--- config.mk ---
export PLATFORM = sky130hd
export DESIGN_NAME = id_hazard_scoreboard
export DESIGN_NICKNAME = d
export VERILOG_FILES = /design/src/rtl/id_hazard_scoreboard.sv
export SDC_FILE = /design/constraint.sdc
export NUM_CORES = 1
export LEC_CHECK = 0
export CAP_MARGIN = 20
export CORE_MARGIN = 2
export CORE_UTILIZATION = 33
export DETAILED_ROUTE_END_ITERATION = 7
export GPL_TIMING_DRIVEN = 0
export PLACE_DENSITY = 0.78
export SLEW_MARGIN = 15
export SYNTH_ARGS = -nofsm -noshare
export SYNTH_HDL_FRONTEND = slang
export SYNTH_SLANG_ARGS = --single-unit
--- constraint.sdc ---
create_clock -name clk -period 2.4 [get_ports clk]
set_clock_uncertainty 0.15 [all_clocks]
set_input_delay 0.36 -clock clk [delete_from_list [all_inputs] [get_ports clk]]
set_output_delay 0.36 -clock clk [all_outputs]
set_load 0.01 [all_outputs]
--- src/rtl/id_hazard_scoreboard.sv ---
// ID-stage hazard scoreboard: shift-tracks in-flight GPR writes, forwards from the youngest
// producing stage, and stalls on load-use / busy HI/LO. Optional perf counters: SB_PERF_CNT_EN.

module id_hazard_port #(
    parameter int PIPE_DEPTH = 3,
    parameter int ADDR_W     = 5,
    parameter int DATA_W     = 32,
    parameter int RDY_W      = 2
) (
    input  logic                                 rd_en,
    input  logic [ADDR_W-1:0]                    rd_addr,
    input  logic [DATA_W-1:0]                    rf_rdata,
    input  logic [DATA_W-1:0]                    imm,
    input  logic [PIPE_DEPTH-1:0]                slot_vld,
    input  logic [PIPE_DEPTH-1:0][ADDR_W-1:0]    slot_addr,
    input  logic [PIPE_DEPTH-1:0][RDY_W-1:0]     slot_rdy,
    input  logic [PIPE_DEPTH-1:0][DATA_W-1:0]    st_wdata,
    output logic [DATA_W-1:0]                    opnd,
    output logic                                 hazard
);
    logic found;

    // Ascending search so the youngest in-flight producer shadows older ones.
    always_comb begin
        found  = 1'b0;
        hazard = 1'b0;
        opnd   = rf_rdata;
        if (!rd_en) begin
            opnd = imm;
        end else if (rd_addr == '0) begin
            opnd = '0;
        end else begin
            for (int k = 0; k < PIPE_DEPTH; k++) begin
                if (!found && slot_vld[k] && slot_addr[k] == rd_addr) begin
                    found = 1'b1;
                    if (slot_rdy[k] <= RDY_W'(k)) opnd = st_wdata[k];
                    else hazard = 1'b1;
                end
            end
        end
    end
endmodule

module id_hazard_scoreboard #(
    parameter int NUM_RD_PORTS = 2,
    parameter int PIPE_DEPTH   = 3,
    parameter int ADDR_W       = 5,
    parameter int DATA_W       = 32,
    parameter int MAX_LAT      = 32,
    localparam int RDY_W       = (PIPE_DEPTH > 1) ? $clog2(PIPE_DEPTH) : 1,
    localparam int LAT_W       = $clog2(MAX_LAT + 1)
) (
    input  logic                             clk,
    input  logic                             rst,
    input  logic                             id_valid_i,
    input  logic                             flush_i,
    input  logic                             pipe_hold_i,
    input  logic [NUM_RD_PORTS-1:0]          rd_en_i,
    input  logic [NUM_RD_PORTS*ADDR_W-1:0]   rd_addr_i,
    input  logic [NUM_RD_PORTS*DATA_W-1:0]   rf_rdata_i,
    input  logic [DATA_W-1:0]                imm_i,
    input  logic                             wr_en_i,
    input  logic [ADDR_W-1:0]                wr_addr_i,
    input  logic [RDY_W-1:0]                 ready_stg_i,
    input  logic [PIPE_DEPTH*DATA_W-1:0]     st_wdata_i,
    input  logic                             long_op_i,
    input  logic [LAT_W-1:0]                 long_lat_i,
    input  logic                             hilo_rd_i,
    output logic [NUM_RD_PORTS*DATA_W-1:0]   opnd_o,
    output logic                             stall_o,
    output logic                             hilo_busy_o
`ifdef SB_PERF_CNT_EN
    ,
    output logic [31:0]                      stall_cnt_o,
    output logic [31:0]                      hilo_stall_cnt_o
`endif
);
    logic [PIPE_DEPTH-1:0]                 vld_pipe;
    logic [PIPE_DEPTH-1:0][ADDR_W-1:0]     addr_pipe;
    logic [PIPE_DEPTH-1:0][RDY_W-1:0]      rdy_pipe;
    logic [NUM_RD_PORTS-1:0][DATA_W-1:0]   opnd_raw;
    logic [NUM_RD_PORTS-1:0]               port_haz;
    logic [LAT_W-1:0]                      hilo_cnt;
    logic                                  hilo_haz;
    logic                                  stall_raw;
    logic                                  issue;

    for (genvar p = 0; p < NUM_RD_PORTS; p++) begin : g_port
        id_hazard_port #(
            .PIPE_DEPTH (PIPE_DEPTH),
            .ADDR_W     (ADDR_W),
            .DATA_W     (DATA_W),
            .RDY_W      (RDY_W)
        ) u_port (
            .rd_en     (rd_en_i[p]),
            .rd_addr   (rd_addr_i[p*ADDR_W +: ADDR_W]),
            .rf_rdata  (rf_rdata_i[p*DATA_W +: DATA_W]),
            .imm       (imm_i),
            .slot_vld  (vld_pipe),
            .slot_addr (addr_pipe),
            .slot_rdy  (rdy_pipe),
            .st_wdata  (st_wdata_i),
            .opnd      (opnd_raw[p]),
            .hazard    (port_haz[p])
        );
    end

    assign hilo_busy_o = (hilo_cnt != '0);
    assign hilo_haz    = hilo_busy_o & (hilo_rd_i | long_op_i);
    assign stall_raw   = id_valid_i & ~flush_i & ((|port_haz) | hilo_haz);
    assign issue       = id_valid_i & ~flush_i & ~stall_raw & ~pipe_hold_i;

    // Outputs are forced quiet while reset is held, independent of the clock.
    assign stall_o = rst & stall_raw;
    assign opnd_o  = rst ? opnd_raw : '0;

    always_ff @(posedge clk or negedge rst) begin
        if (!rst) begin
            vld_pipe  <= '0;
            addr_pipe <= '0;
            rdy_pipe  <= '0;
        end else if (!pipe_hold_i) begin
            for (int k = PIPE_DEPTH - 1; k > 0; k--) begin
                vld_pipe[k]  <= vld_pipe[k-1];
                addr_pipe[k] <= addr_pipe[k-1];
                rdy_pipe[k]  <= rdy_pipe[k-1];
            end
            vld_pipe[0]  <= issue & wr_en_i & (wr_addr_i != '0);
            addr_pipe[0] <= wr_addr_i;
            rdy_pipe[0]  <= ready_stg_i;
        end
    end

    // The HI/LO unit runs on its own, so the countdown ignores pipe_hold_i.
    always_ff @(posedge clk or negedge rst) begin
        if (!rst)                        hilo_cnt <= '0;
        else if (issue && long_op_i)     hilo_cnt <= long_lat_i;
        else if (hilo_cnt != '0)         hilo_cnt <= hilo_cnt - LAT_W'(1);
    end

`ifdef SB_PERF_CNT_EN
    always_ff @(posedge clk or negedge rst) begin
        if (!rst) begin
            stall_cnt_o      <= '0;
            hilo_stall_cnt_o <= '0;
        end else if (stall_raw && !pipe_hold_i) begin
            if (stall_cnt_o != '1)                  stall_cnt_o      <= stall_cnt_o + 32'd1;
            if (hilo_haz && hilo_stall_cnt_o != '1) hilo_stall_cnt_o <= hilo_stall_cnt_o + 32'd1;
        end
    end
`endif
endmodule

Word-level counts from Yosys, hierarchy flattened:

Index checks and enable logic that the tools add are counted.

* register bits after elaboration: 30
* input bits: 225
* output and inout bits: 66
* word-level logic and storage cells: 98

* $add $sub $neg: 1
* magnitude comparators: 3
* equal/unequal tests: 6
* mux-type cells: 46
* bitwise gates (word level): 13
* reductions and logical operators: 21

Operators by type and width (number)
* 32-bit 2-to-1 mux: 16
* 64-bit 2-to-1 mux: 1
* 5-bit == test: 6
* 1-bit 2-to-1 mux: 27
* 6-bit 2-to-1 mux: 2
* 1-bit logical AND: 11
* 5-bit logical NOT: 2
* 1-bit bitwise AND: 8
* 6-bit nonzero test: 1
* 6-bit by 1-bit subtractor with 6-bit output (second input constant): 1
* 5-bit nonzero test: 1
* 2-bit by 1-bit <= comparator with 1-bit output (second input constant): 2
* 1-bit logical NOT: 4
* 1-bit NOT: 3
* 2-bit <= comparator (second input constant): 1
* 1-bit OR: 2
* 2-bit nonzero test: 1
* 2-bit OR reduction: 1

Logic depth before layout (Yosys ltp):

Gate-level depths: netlist of run 1.

* word-level depth: 25
* gate-level depth with buffers: 8
* mapped depth without buffers: 6

Cells and area by module:

A second synthesis of run 1 with hierarchy kept.

* cell total of the unflattened synthesis: 859
* area total of the unflattened synthesis: 6465.0 um^2

Modules (own cells, without submodules)
* id_hazard_port: times used 2, cells each 346, area each 2364.8 um^2, sequential area each 0.0 um^2
* id_hazard_scoreboard: times used 1, cells each 167, area each 1735.4 um^2, sequential area each 750.7 um^2

Worst setup path before layout of run 1:

Ideal clock, no wire load.

* path kind: register to output
* from: register addr_pipe[3] (netlist name)
* to: output opnd_o[11]
* arrival time: 2159 ps
* required time: 1890 ps
* slack: -269 ps
* stages on the path, launching flop included: 9
* buffers on the path: 2
* path through: dfrtp_1 -> xor2_1 -> nor4_2 -> and3_1 -> buf_2 -> buf_2 -> mux2i_1 -> o21ai_1 -> a221o_1

* word-level cells in the longest chain between the ends: 18
* elaborated cells on any way between the ends: 22
* those cells by class: eq/ne (1); mux (14); reduce/logical (7)

Ends and longest elaborated chain
* start: declaration: RTL line 79 `logic [PIPE_DEPTH-1:0][ADDR_W-1:0] addr_pipe;`
* start signal: indexed assignment: RTL line 125 `addr_pipe[k] <= addr_pipe[k-1];`
* 5-bit == test (*): RTL line 34 `if (!found && slot_vld[k] && slot_addr[k] == rd_addr) begin`
* 1-bit logical AND (*): RTL line 34
* 1-bit 2-to-1 mux: RTL line 34
* 1-bit 2-to-1 mux: RTL line 30 `end else if (rd_addr == '0) begin`
* 1-bit 2-to-1 mux: RTL line 28 `if (!rd_en) begin`
* 1-bit logical NOT: RTL line 34
* 1-bit logical AND (2 in a row): RTL line 34
* 1-bit 2-to-1 mux: RTL line 34
* 1-bit 2-to-1 mux: RTL line 30
* 1-bit 2-to-1 mux: RTL line 28
* 1-bit logical NOT: RTL line 34
* 1-bit logical AND (2 in a row): RTL line 34
* 32-bit 2-to-1 mux (*): RTL line 34
* 32-bit 2-to-1 mux (*): RTL line 30
* 32-bit 2-to-1 mux (*): RTL line 28
* 64-bit 2-to-1 mux (*): RTL line 115 `assign opnd_o = rst ? opnd_raw : '0;`
* end: declaration: RTL line 69 `output logic [NUM_RD_PORTS*DATA_W-1:0] opnd_o,`

Mark *: on every way between the ends. The rest lies on a longest branch, timed or not. The select of a mux whose other input is x is not followed.

Worst setup path after layout of run 1:

* from: register addr_pipe[1] (netlist name)
* to: output opnd_o[23]

Same word-level chain as after synthesis.

==> results of run 1 <==
==> routing by layer <==
metal	part of all wire	global-route usage	vias to the layer above	wire length [µm]
li1	-	-	2858	-
met1	0.40	0.394	2933	9450
met2	0.48	0.528	349	11300
met3	0.080	0.0598	62	1870
met4	0.037	0.102	0	871
met5	0	0	-	0
==> cells by family (layout without fill, tap and decap cells) <==
| logic type | after synthesis | after routing | share of synthesized area |
|---|---|---|---|
| buf+inv | 58 | 403 | 0.0546 |
| xor+xnor | 33 | 33 | 0.0671 |
| fa+ha+maj | 1 | 1 | 0.00290 |
| compound gates | 213 | 213 | 0.358 |
| mux | 59 | 59 | 0.144 |
| flops | 30 | 30 | 0.174 |
| simple gates | 184 | 184 | 0.199 |
| other cells | 0 | 1 | 0 |
==> through the flow <==
| stage | area (µm²) | std cells | hold slack, ns |
|---|---|---|---|
| finish | 8780 | 1096 | 0.0539 |
| global route | 8780 | 1096 | 0.0808 |
| CTS | 8230 | 1073 | 0.0573 |
| detailed placement | 7690 | 1040 | 0.0491 |
| global placement | 7680 | 1039 | 0.340 |
| floorplan | 4570 | 578 | -0.0856 |
==> tightest hold or removal path: stages <==
cell	delay, ns
buf_2	0.14
buf_12	0.14
buf_12	0.18
==> report_power, final <==
group          switching, W  internal (W)
logic              0.000584      0.000791
clock network      0.000197      0.000409
registers          0.000120      0.000616
total              0.000901       0.00182
==> cells in the final DEF, fill, tap and decap left out, drive strengths merged, types with 5 or more instances in the layout <==
cell type,synthesis,routed
xnor2,15,15
xor2,18,18
mux2,25,25
buf,14,128
and2,35,35
inv,9,9
mux2i,34,34
o21a,33,33
o31ai,31,31
nor3,8,8
nand2,48,48
nor2,69,69
a22oi,31,31
dfrtp,30,30
o21ai,69,69
clkbuf,35,44
a221o,32,32
clkdlybuf4s50,0,213
dlygate4sd2,0,5
==> cell type report <==
type,count,area [µm²],area share
Multi-Input combinational cell,490,4010,0.457
Timing Repair Buffer,340,3230,0.368
Sequential cell,30,757,0.0862
Buffer,46,380,0.0433
Tap cell,172,215,0.0245
Clock buffer,7,143,0.0162
Inverter,9,33.8,0.00385
Clock inverter,1,5.00,0.000570
Antenna cell,1,2.50,0.000285
==> repair_timing <==
item                                    CTS  global route
endpoints found under the setup margin   72            73
hold buffers                              2             0
hold endpoints to repair                 30             0
pin swaps                                18            27
resized for setup                       358           146
setup buffers                            22            22
cloned                                    3             8
==> worst max path at each step <==
stage / from / to / depth (start not counted)
after global placement: rst / opnd_o[56] / 6
after global routing: addr_pipe[1] / opnd_o[23] / 10
after detailed placement: rd_addr_i[1] / opnd_o[11] / 9
after floorplan: addr_pipe[1] / opnd_o[11] / 8
final: addr_pipe[1] / opnd_o[23] / 10
after CTS: addr_pipe[3] / opnd_o[20] / 11
==> state kept, by name, indices dropped and copies added, names as in the netlist <==
register	count
addr_pipe	15
hilo_cnt	6
rdy_pipe	6
vld_pipe	3
==> metrics.csv, run 1 <==
metric;value;unit
status;complete, but fails checks;
failing checks;negative setup slack;
Num CTS Buffers;5;
RSZ-0062 raised after global routing;yes;
CP endpoint kind;output pin;
H-tree depth;2;
setup ws final;-0.706;ns
# fillers;1059;
CP max stage cell;dfrtp_2;
Ports;291;
Syn Nets;804;
synthesized flop and latch total;30;
LEAKAGE;3.42;nW
Post-synth EDFFs;0;
worst-path maximum fanout;7;
Avg Inst Size Synth;7.45;µm²
Fmax achieved;0.322;GHz
area leader, netlist;dfrtp_1;
Top FF cell, synth;dfrtp_1;
CP required;1.89;ns
worst skew pair latency;0.27;ns
initial antenna violation count;1;
delay-heaviest family, CP;simple AND/OR/NAND/NOR gates;
CP peak stage delay;0.45;ns
fin crit share;1.29;
Root Buffer Master;clkbuf_16;
RR Endpoint;hilo_cnt[1];
top-count cell post-synth;nor2_1;
maximum vdd drop;0.482;mV
Die W;118;µm
min cycle time layout;3.11;ns
Tot GR Track Use;0.311;
Sink Count;30;
Initial DRC Count;620;
area delta synth->final;104;%
pre-CTS setup slack;-1.77;ns
CP Launch Type;flip-flop;
Worst-Margin Slew;0.811;ns
power density cells;309;nW/µm²
CORE AREA;12700;µm²
Mapped Area;4310;µm²
Warnings, synthesis;0;
die footprint;14000;µm²
gpl congestion;0.946;
ys async rst share;1.00;
# setup viols final;67;
Setup Total Neg Slack;-40.35;ns
GRT Residual Overflow;0;
first-pass GRT wire length;34.6;mm
# DRC;0;
final wirelength;23.5;mm
DR pass1 iterations;5;
Layout Nets;1148;
Hold Crit Class;input port to asynchronous set/reset pin;
pin count of the biggest net entering global routing;28;
synth top area cells;dfrtp_1 (17%), mux2i_1 (7.9%), a221o_1 (7.4%), mux2_2 (6.5%), nor2_1 (6.0%);
CP bufs+invs;4;
CP Cell Sequence;xor2_2 > nor4_4 > and3_1 > buf_6 > buf_12 > buf_12 > mux2i_2 > o21ai_1 > a221o_1 > buf_2;
reg2reg start;addr_pipe[1];
CTS tree;built;
row count;41;
Reg clk slew, reported paths;0.05;ns
Synth top area share;0.174;
CP arrival;2.60;ns
DR vias;6202;
vias per cell;5.66;
Final ANT Viol Nets;0;
Initial Utilization;0.340;
Max-slew headroom;0.460;
number of max-slew violations in the final report;0;
post-DR wirelength/cell;21.4;µm
CTS max path bufs;2;
Hold Fails Final Rpt;0;
cell count after synthesis;578;
cell with the most instances on the worst path;buf_12;
max-cap violation count;0;
Power Total;0.00272;W
layout cell share with drive strength beyond 1;0.342;
Final Util;0.693;
Seq/Total Area, Yosys;0.174;
R2R depth;9;
Synth top cells by count;nor2_1 (69), nand2_1 (48), o21ai_0 (38), clkbuf_1 (35);
Post-DP HPWL;16.7;mm
critical path class;flip-flop to output pin;
PortBufs;289;
die height;118;µm
via count of the first global-routing pass;6070;
reg-to-reg setup timing slack;-0.03;ns
synth unique cells;43;
No activity file was read; power rests on OpenSTA's default activity.
==> inputs of run 2 (changes only) <==
Settings changed: CORE_UTILIZATION 33 to 37, PLACE_DENSITY 0.78 to 0.83.
Clock period 2.4 ns to 3.2 ns, I/O delays scaled along.
==> run 2 against run 1 <==
Effect of this change:
- the flow still finishes with violations (negative setup slack)
- register-to-register slack better by 0.54 ns
- combinational power is 29% lower
- cell count is 4.4% lower
- wire length is 1.7% higher
- critical endpoint is now opnd_o[24]
- final area is 9.1% lower
==> metrics.csv, run 2 (synthesis results as in run 1) <==
metric;value;unit
# fillers;950;
Post-DP HPWL;17.4;mm
final wirelength;23.9;mm
CORE AREA;11400;µm²
CP Cell Sequence;xor2_2 > nor4_4 > and3_4 > buf_12 > buf_12 > buf_4 > mux2i_1 > o21ai_1 > a221o_1 > buf_2;
CP peak stage delay;0.45;ns
area delta synth->final;85.3;%
DR vias;6323;
pin count of the biggest net entering global routing;39;
status;complete, but fails checks;
die height;112;µm
worst skew pair latency;0.27;ns
PortBufs;289;
non-filler instance count after layout;1048;
commonest cells after routing, fill and taps aside;clkdlybuf4s50_1 (213), nor2_1 (62), buf_2 (54);
placed cell area;7370;µm²
Largest Register;addr_pipe;
Final Util;0.702;
post-DR wirelength/cell;22.8;µm
DR pass1 iterations;5;
min cycle time layout;3.26;ns
commonest non-fill, non-tap cell in the layout;clkdlybuf4s50_1;
area taken by flip-flops and latches;758;µm²
Initial DRC Count;620;
H-tree depth;2;
max-cap violation count;0;
Layout Nets;1129;
CP Launch Type;flip-flop;
power density cells;252;nW/µm²
CP max stage cell;dfrtp_2;
pre-CTS setup slack;-1.23;ns
initial antenna violation count;1;
CTS tree;built;
Initial Utilization;0.379;
vias per cell;6.03;
CP endpoint kind;output pin;
Sink Count;30;
Root Buffer Master;clkbuf_16;
Final ANT Viol Nets;0;
layout cell share with drive strength beyond 1;0.259;
# DRC;0;
Tot GR Track Use;0.362;
CP required;2.57;ns
row count;39;
Reg clk slew, reported paths;0.05;ns
gpl congestion;1.02;
RSZ-0062 raised after global routing;yes;
GRT Residual Overflow;0;
Worst Setup SP;addr_pipe[3];
largest registers;addr_pipe (15), hilo_cnt (6), rdy_pipe (6);
LEAKAGE;3.15;nW
Hold Crit Class;input port to asynchronous set/reset pin;
CTS max path bufs;2;
Power Total;0.00201;W
via count of the first global-routing pass;6351;
number of max-slew violations in the final report;0;
Hold Fails Final Rpt;0;
Num CTS Buffers;5;
die footprint;12500;µm²
Worst-Margin Slew;0.691;ns
setup ws final;-0.0627;ns
fin crit share;1.02;
Die W;112;µm
critical path class;flip-flop to output pin;
worst-path maximum fanout;6;
Max-slew headroom;0.539;
Ports;291;
design area;7980;µm²
maximum vdd drop;0.444;mV
reg2reg start;addr_pipe[8];
failing checks;negative setup slack;
multi-input logic area;3630;µm²
# setup viols final;12;
CP arrival;2.63;ns
Hold-fix buffers, CTS;0;
Fmax achieved;0.306;GHz
first-pass GRT wire length;36.3;mm
Inst Count DP;1010;
max reg flops;15;
cell with the most instances on the worst path;buf_12;
## run 2: changes by cell type in the layout (fill, tap and decap cells not counted), sizes merged
cell / previous run / this run
dlygate4sd2: 5 / 1
clkbuf: 44 / 51
dlygate4sd3: 1 / 0
clkdlybuf4s15: 2 / 4
buf: 128 / 105
## run 2: power by group
| group | leakage, nW | internal, W | total, W | switching, W |
|---|---|---|---|---|
| clock | 0.0739 | 0.000307 | 0.000464 | 0.000156 |
| sequential | 0.354 | 0.000462 | 0.000564 | 0.000101 |
| combinational | 2.72 | 0.000547 | 0.000982 | 0.000435 |
| total | 3.15 | 0.00132 | 0.00201 | 0.000693 |
## run 2: what timing repair did
action | 4_1_cts | 5_1_grt
setup buffers | 29 | 4
gates resized for setup | 329 | 134
pin swaps | 17 | 20
endpoints found under the setup margin | 65 | 65
cloned | 1 | 0
## run 2: layout make-up
cell class                      count  share of cell area
Clock buffer                        7              0.0179
Antenna cell                        1            0.000314
Clock inverter                      1            0.000627
Buffer                             45              0.0463
Sequential cell                    30              0.0950
Inverter                            9             0.00423
Tap cell                          143              0.0224
Timing Repair Buffer              322               0.358
Multi-Input combinational cell    490               0.455
## run 2: metal layers
metal	up-vias	wire (µm)	global-route usage
li1	2797	-	-
met1	3034	9000	0.440
met2	421	11800	0.634
met3	71	2220	0.0719
met4	0	879	0.130
met5	-	0	0
## run 2: final timing paths
kind,endpoint,slack (ns),cells past startpoint
hold / removal,addr_pipe[12],0.006,1
setup reg to reg,hilo_cnt[1],0.51,8
max in group asynchronous,addr_pipe[1],2.55,1
min in group clk,rdy_pipe[4],0.37,1
setup / recovery,opnd_o[24],-0.06,10
hold reg to reg,rdy_pipe[4],0.37,1
## run 2: metrics by stage
stage | hold slack [ns] | TNS, ns
floorplan | 0.0344 | 0
global placement | 0.332 | -88.78
detailed placement | 0.362 | -67.51
CTS | 0.0172 | -0.562
global route | 0.0400 | -2.76
finish | 0.00629 | -0.354
## run 2: critical path, delay by kind of cell, from the launching register on
family | cells | cell delay, ns
buffers and inverters | 4 | 0.48
DFF | 1 | 0.45
and+or+nand+nor | 2 | 0.67
muxes | 1 | 0.18
xor gates and xnor gates | 1 | 0.17
AOI/OAI and AO/OA | 2 | 0.38
==> edit 1: new RTL, flow settings as in run 1 <==
`DATA_W` is set to 32 in 2 places; all go to 64.
--- a/src/rtl/id_hazard_scoreboard.sv
+++ b/src/rtl/id_hazard_scoreboard.sv
@@ -4,7 +4,7 @@
 module id_hazard_port #(
     parameter int PIPE_DEPTH = 3,
     parameter int ADDR_W     = 5,
-    parameter int DATA_W     = 32,
+    parameter int DATA_W     = 64,
     parameter int RDY_W      = 2
 ) (
     input  logic                                 rd_en,
@@ -45,7 +45,7 @@
     parameter int NUM_RD_PORTS = 2,
     parameter int PIPE_DEPTH   = 3,
     parameter int ADDR_W       = 5,
-    parameter int DATA_W       = 32,
+    parameter int DATA_W       = 64,
     parameter int MAX_LAT      = 32,
     localparam int RDY_W       = (PIPE_DEPTH > 1) ? $clog2(PIPE_DEPTH) : 1,
     localparam int LAT_W       = $clog2(MAX_LAT + 1)
Interface: changed (resized imm_i, opnd_o, rf_rdata_i and st_wdata_i); port bits go from 291 to 547. No check against the original RTL was run, so the function may have changed too.
==> edit 1 against run 1 <==
The flow now stops in I/O pin placement. Area after synthesis up 47%.
==> edit 1: results (changes against run 1) <==
stage;metric;value;unit;change
logic_synthesis;syn nets;1241;;+54%
logic_synthesis;Post-synth top cells;o21ai_0, nor3_1, o21ai_1, o22ai_1, a22oi_1;;
status;status;did not finish;;
logic_synthesis;Synth Flop Type;dfrtp_1;;
logic_synthesis;Synth async-reset ratio;100;%;unchanged
logic_synthesis;post-synthesis sequential area ratio;11.9;%;-5.6 points
logic_synthesis;#FFs+latches synth;30;;unchanged
status;Failed at;I/O pin placement;;
logic_synthesis;Mean Syn Cell Area;7.70;um^2;+3.3%
logic_synthesis;Synth warnings;0;;unchanged
logic_synthesis;largest cells by area after synthesis;dfrtp_1, a221o_1, nor3_2;;
logic_synthesis;Unique masters post-synth;62;;+44%
floorplan;row count;50;;+22%
status;Run Error;[ERROR PPL-0024] Number of IO pins (547) exceeds maximum number of available positions (508). Increase the die perimeter from 570.14um to 743.92um.;;
## edit 1: cell count changes after synthesis, moves of 31 or more
cell | before | now
nor2_1 | 69 | 15
nor3_1 | 8 | 67
nor3_2 | 0 | 60
o21ai_1 | 31 | 65
o22ai_1 | 1 | 65
o21a_1 | 33 | 0
o32a_1 | 0 | 60
mux2i_1 | 34 | 3
a22oi_1 | 31 | 64
## edit 1: logic make-up after synthesis
group / share of synthesized area (%)
AO/OA/AOI/OAI: 48.4
AND/OR/NAND/NOR: 21.6
buffers and inverters: 8.61
XOR/XNOR: 4.56
flip-flops: 11.9
multiplexers: 4.74
adder cells (fa/ha/maj): 0.198
==> edit 2: new RTL, config.mk and constraints of run 1 <==
Made on the original files. Build with the macro `SB_PERF_CNT_EN` defined.
--- a/src/rtl/id_hazard_scoreboard.sv
+++ b/src/rtl/id_hazard_scoreboard.sv
@@ -1,5 +1,7 @@
 // ID-stage hazard scoreboard: shift-tracks in-flight GPR writes, forwards from the youngest
 // producing stage, and stalls on load-use / busy HI/LO. Optional perf counters: SB_PERF_CNT_EN.
+
+`define SB_PERF_CNT_EN
 
 module id_hazard_port #(
     parameter int PIPE_DEPTH = 3,
Function (old outputs only; new: hilo_stall_cnt_o and stall_cnt_o): kept (equiv_simple and equiv_induct, registers matched by name and starting in step).
==> edit 2 against run 1 <==
The run still ends with negative setup slack left. Routed wire length is 46% higher. Setup slack got worse by 0.14 ns. Non-clock buffer count is 103 higher. Final area grew 53%. Total power increased by 100%. Sequential cell count is 64 higher. Count of clock-buffer cells in the layout up 3. Area after synthesis up 66%. Critical endpoint is now opnd_o[41]. Largest cell class unchanged.
==> edit 2: results (changes against run 1) <==
stage;metric;value;unit;change
hold_path;hold crit path type;reg -> reg;;
power;Sw Ratio;31.6;%;-1.6 points
worst_setup_path;Crit path largest cell delay;0.56;ns;+0.11 ns
logic_synthesis;Synth async-reset ratio;100;%;unchanged
power;Seq pwr share;36.0;%;+8.9 points
routing;Vias/cell;5.64;;-0.34%
worst_setup_path;crit-path max FO;6;;-1
cts;clk_lat worst skew;0.34;ns;+0.07 ns
global_routing;number of global-route vias before repair;8447;;+39%
power;P_comb;2.07;mW;+50%
worst_setup_path;critical path data arrival time;2.74;ns;+0.14 ns
global_routing;first-pass GRT wire length;47.1;mm;+36%
finish;Final nets;1479;;+29%
routing;first drt pass iteration count;8;;+3
placement;post-detail-place hpwl;23.8;mm;+43%
global_routing;met1 GRT Util;31.5;%;-7.9 points
routing;M1 WL;12.6;mm;+34%
routing;met3 WL;3.25;mm;+73%
worst_setup_path;Worst path slowest cell;or4_4;;
routing;Top Metal Used;met5;;
global_routing;M3 GR Usage;7.53;%;+1.5 points
global_routing;largest net degree at the start of global routing;59;;+110%
placement;GP Congestion;0.948;;+0.24%
power;Lkg Pwr;5.81;nW;+70%
logic_synthesis;Post-synth top cells;dfrtp_1, nand2_1, mux2i_1;;
routing;met2 wire length;16.8;mm;+49%
global_routing;GRT Util Overall;26.6;%;-4.4 points
logic_synthesis;Synth Area in XOR/XNOR;11.6;%;+4.9 points
logic_synthesis;Unique masters post-synth;51;;+19%
placement;IO buf count;353;;+22%
cts;# H-tree levels;3;;+1
logic_synthesis;post-synthesis sequential area ratio;32.8;%;+15 points
placement;placed insts;1437;;+38%
cts;CTS clk-pin slew, worst paths;0.07;ns;+0.02 ns
routing;post-DR wirelength/cell;22.2;um;+3.8%
status;status;complete, but fails checks;;
global_routing;initial antenna violation count;12;;+11
cts;CTS Buf Count;9;;+4
timing;Fin Setup TNS;-60.78;ns;-20.43 ns
routing;drt initial violations;349;;-44%
logic_synthesis;largest cells by area after synthesis;dfrtp_1, mux2i_1, xnor2_1;;
logic_synthesis;mux contribution to synthesized area;13.0;%;-1.4 points
global_routing;M2 GR Usage;45.2;%;-7.6 points
status;failing checks;negative setup slack;;
logic_synthesis;syn nets;1036;;+29%
timing;Rel. slew slack;41.1;%;-4.9 points
finish;Regs by FF count;hilo_stall_cnt_o: 32 flops, stall_cnt_o: 32 flops, addr_pipe: 15 flops;;
power;maximum vdd ir drop;0.734;mV;+52%
timing;worst setup margin;-0.846;ns;-0.139 ns
logic_synthesis;Compound-Gate Fraction of Synth Area;19.7;%;-16 points
logic_synthesis;Mean Syn Cell Area;8.87;um^2;+19%
logic_synthesis;post-synthesis adder-cell area fraction;0.524;%;+0.23 points
timing;final setup fails;104;;+55%
finish;layout cell share with drive strength beyond 1;33.5;%;-0.72 points
routing;via count;8685;;+40%
edit 2: cell types whose count changed after synthesis, sizes merged, moves of 32 or more:
cell and change:
xnor2 +38, o21a -32, a32oi +32, dfrtp +64, nor2 -38
edit 2: final cells by class:
cell class                 instances  area [um^2]
antenna                            9         22.5
buffer                            50          495
clock buffer                      10          239
clock inverter                     6         61.3
fill                            1679         7710
inverter                          14         53.8
multi-input combinational        643         5660
sequential                        94         2350
tap                              275          344
timing repair buffer             439         4210
edit 2: stage by stage:
step                power [mW]  utilization (%)  instance area (um^2)  setup WS [ns]
detailed placement        3.67             53.2                 11300          -1.71
floorplan                 2.72                -                  7350         -0.163
global placement          3.63             53.1                 11200          -6.32
global route              5.72             63.5                 13400         -0.948
finish                    5.49             63.5                 13400         -0.846
CTS                       5.28             59.5                 12600         -0.891
edit 2: worst paths after layout:
check | slack, ns | startpoint | end | depth (start not counted)
setup reg to reg | -0.63 | addr_pipe[14]$_DFFE_PN0N_ | stall_cnt_o[9]$_DFFE_PN0P_ | 13
max in group asynchronous | 1.23 | rst | vld_pipe[0]$_DFFE_PN0N_ | 3
hold / removal | 0.34 | stall_cnt_o[18]$_DFFE_PN0P_ | stall_cnt_o[18]$_DFFE_PN0P_ | 1
hold reg to reg | 0.34 | stall_cnt_o[18]$_DFFE_PN0P_ | stall_cnt_o[18]$_DFFE_PN0P_ | 1
setup / recovery | -0.85 | addr_pipe[14]$_DFFE_PN0N_ | opnd_o[41] | 10
min in group asynchronous | 0.58 | rst | stall_cnt_o[6]$_DFFE_PN0P_ | 3
edit 2: what timing repair did:
item,4_1_cts,5_1_grt
hold buffers,2,0
endpoints found under the setup margin,136,129
resized for setup,514,164
hold endpoints to repair,36,0
cloned,6,3
pin swaps,94,67
buffers inserted,42,38
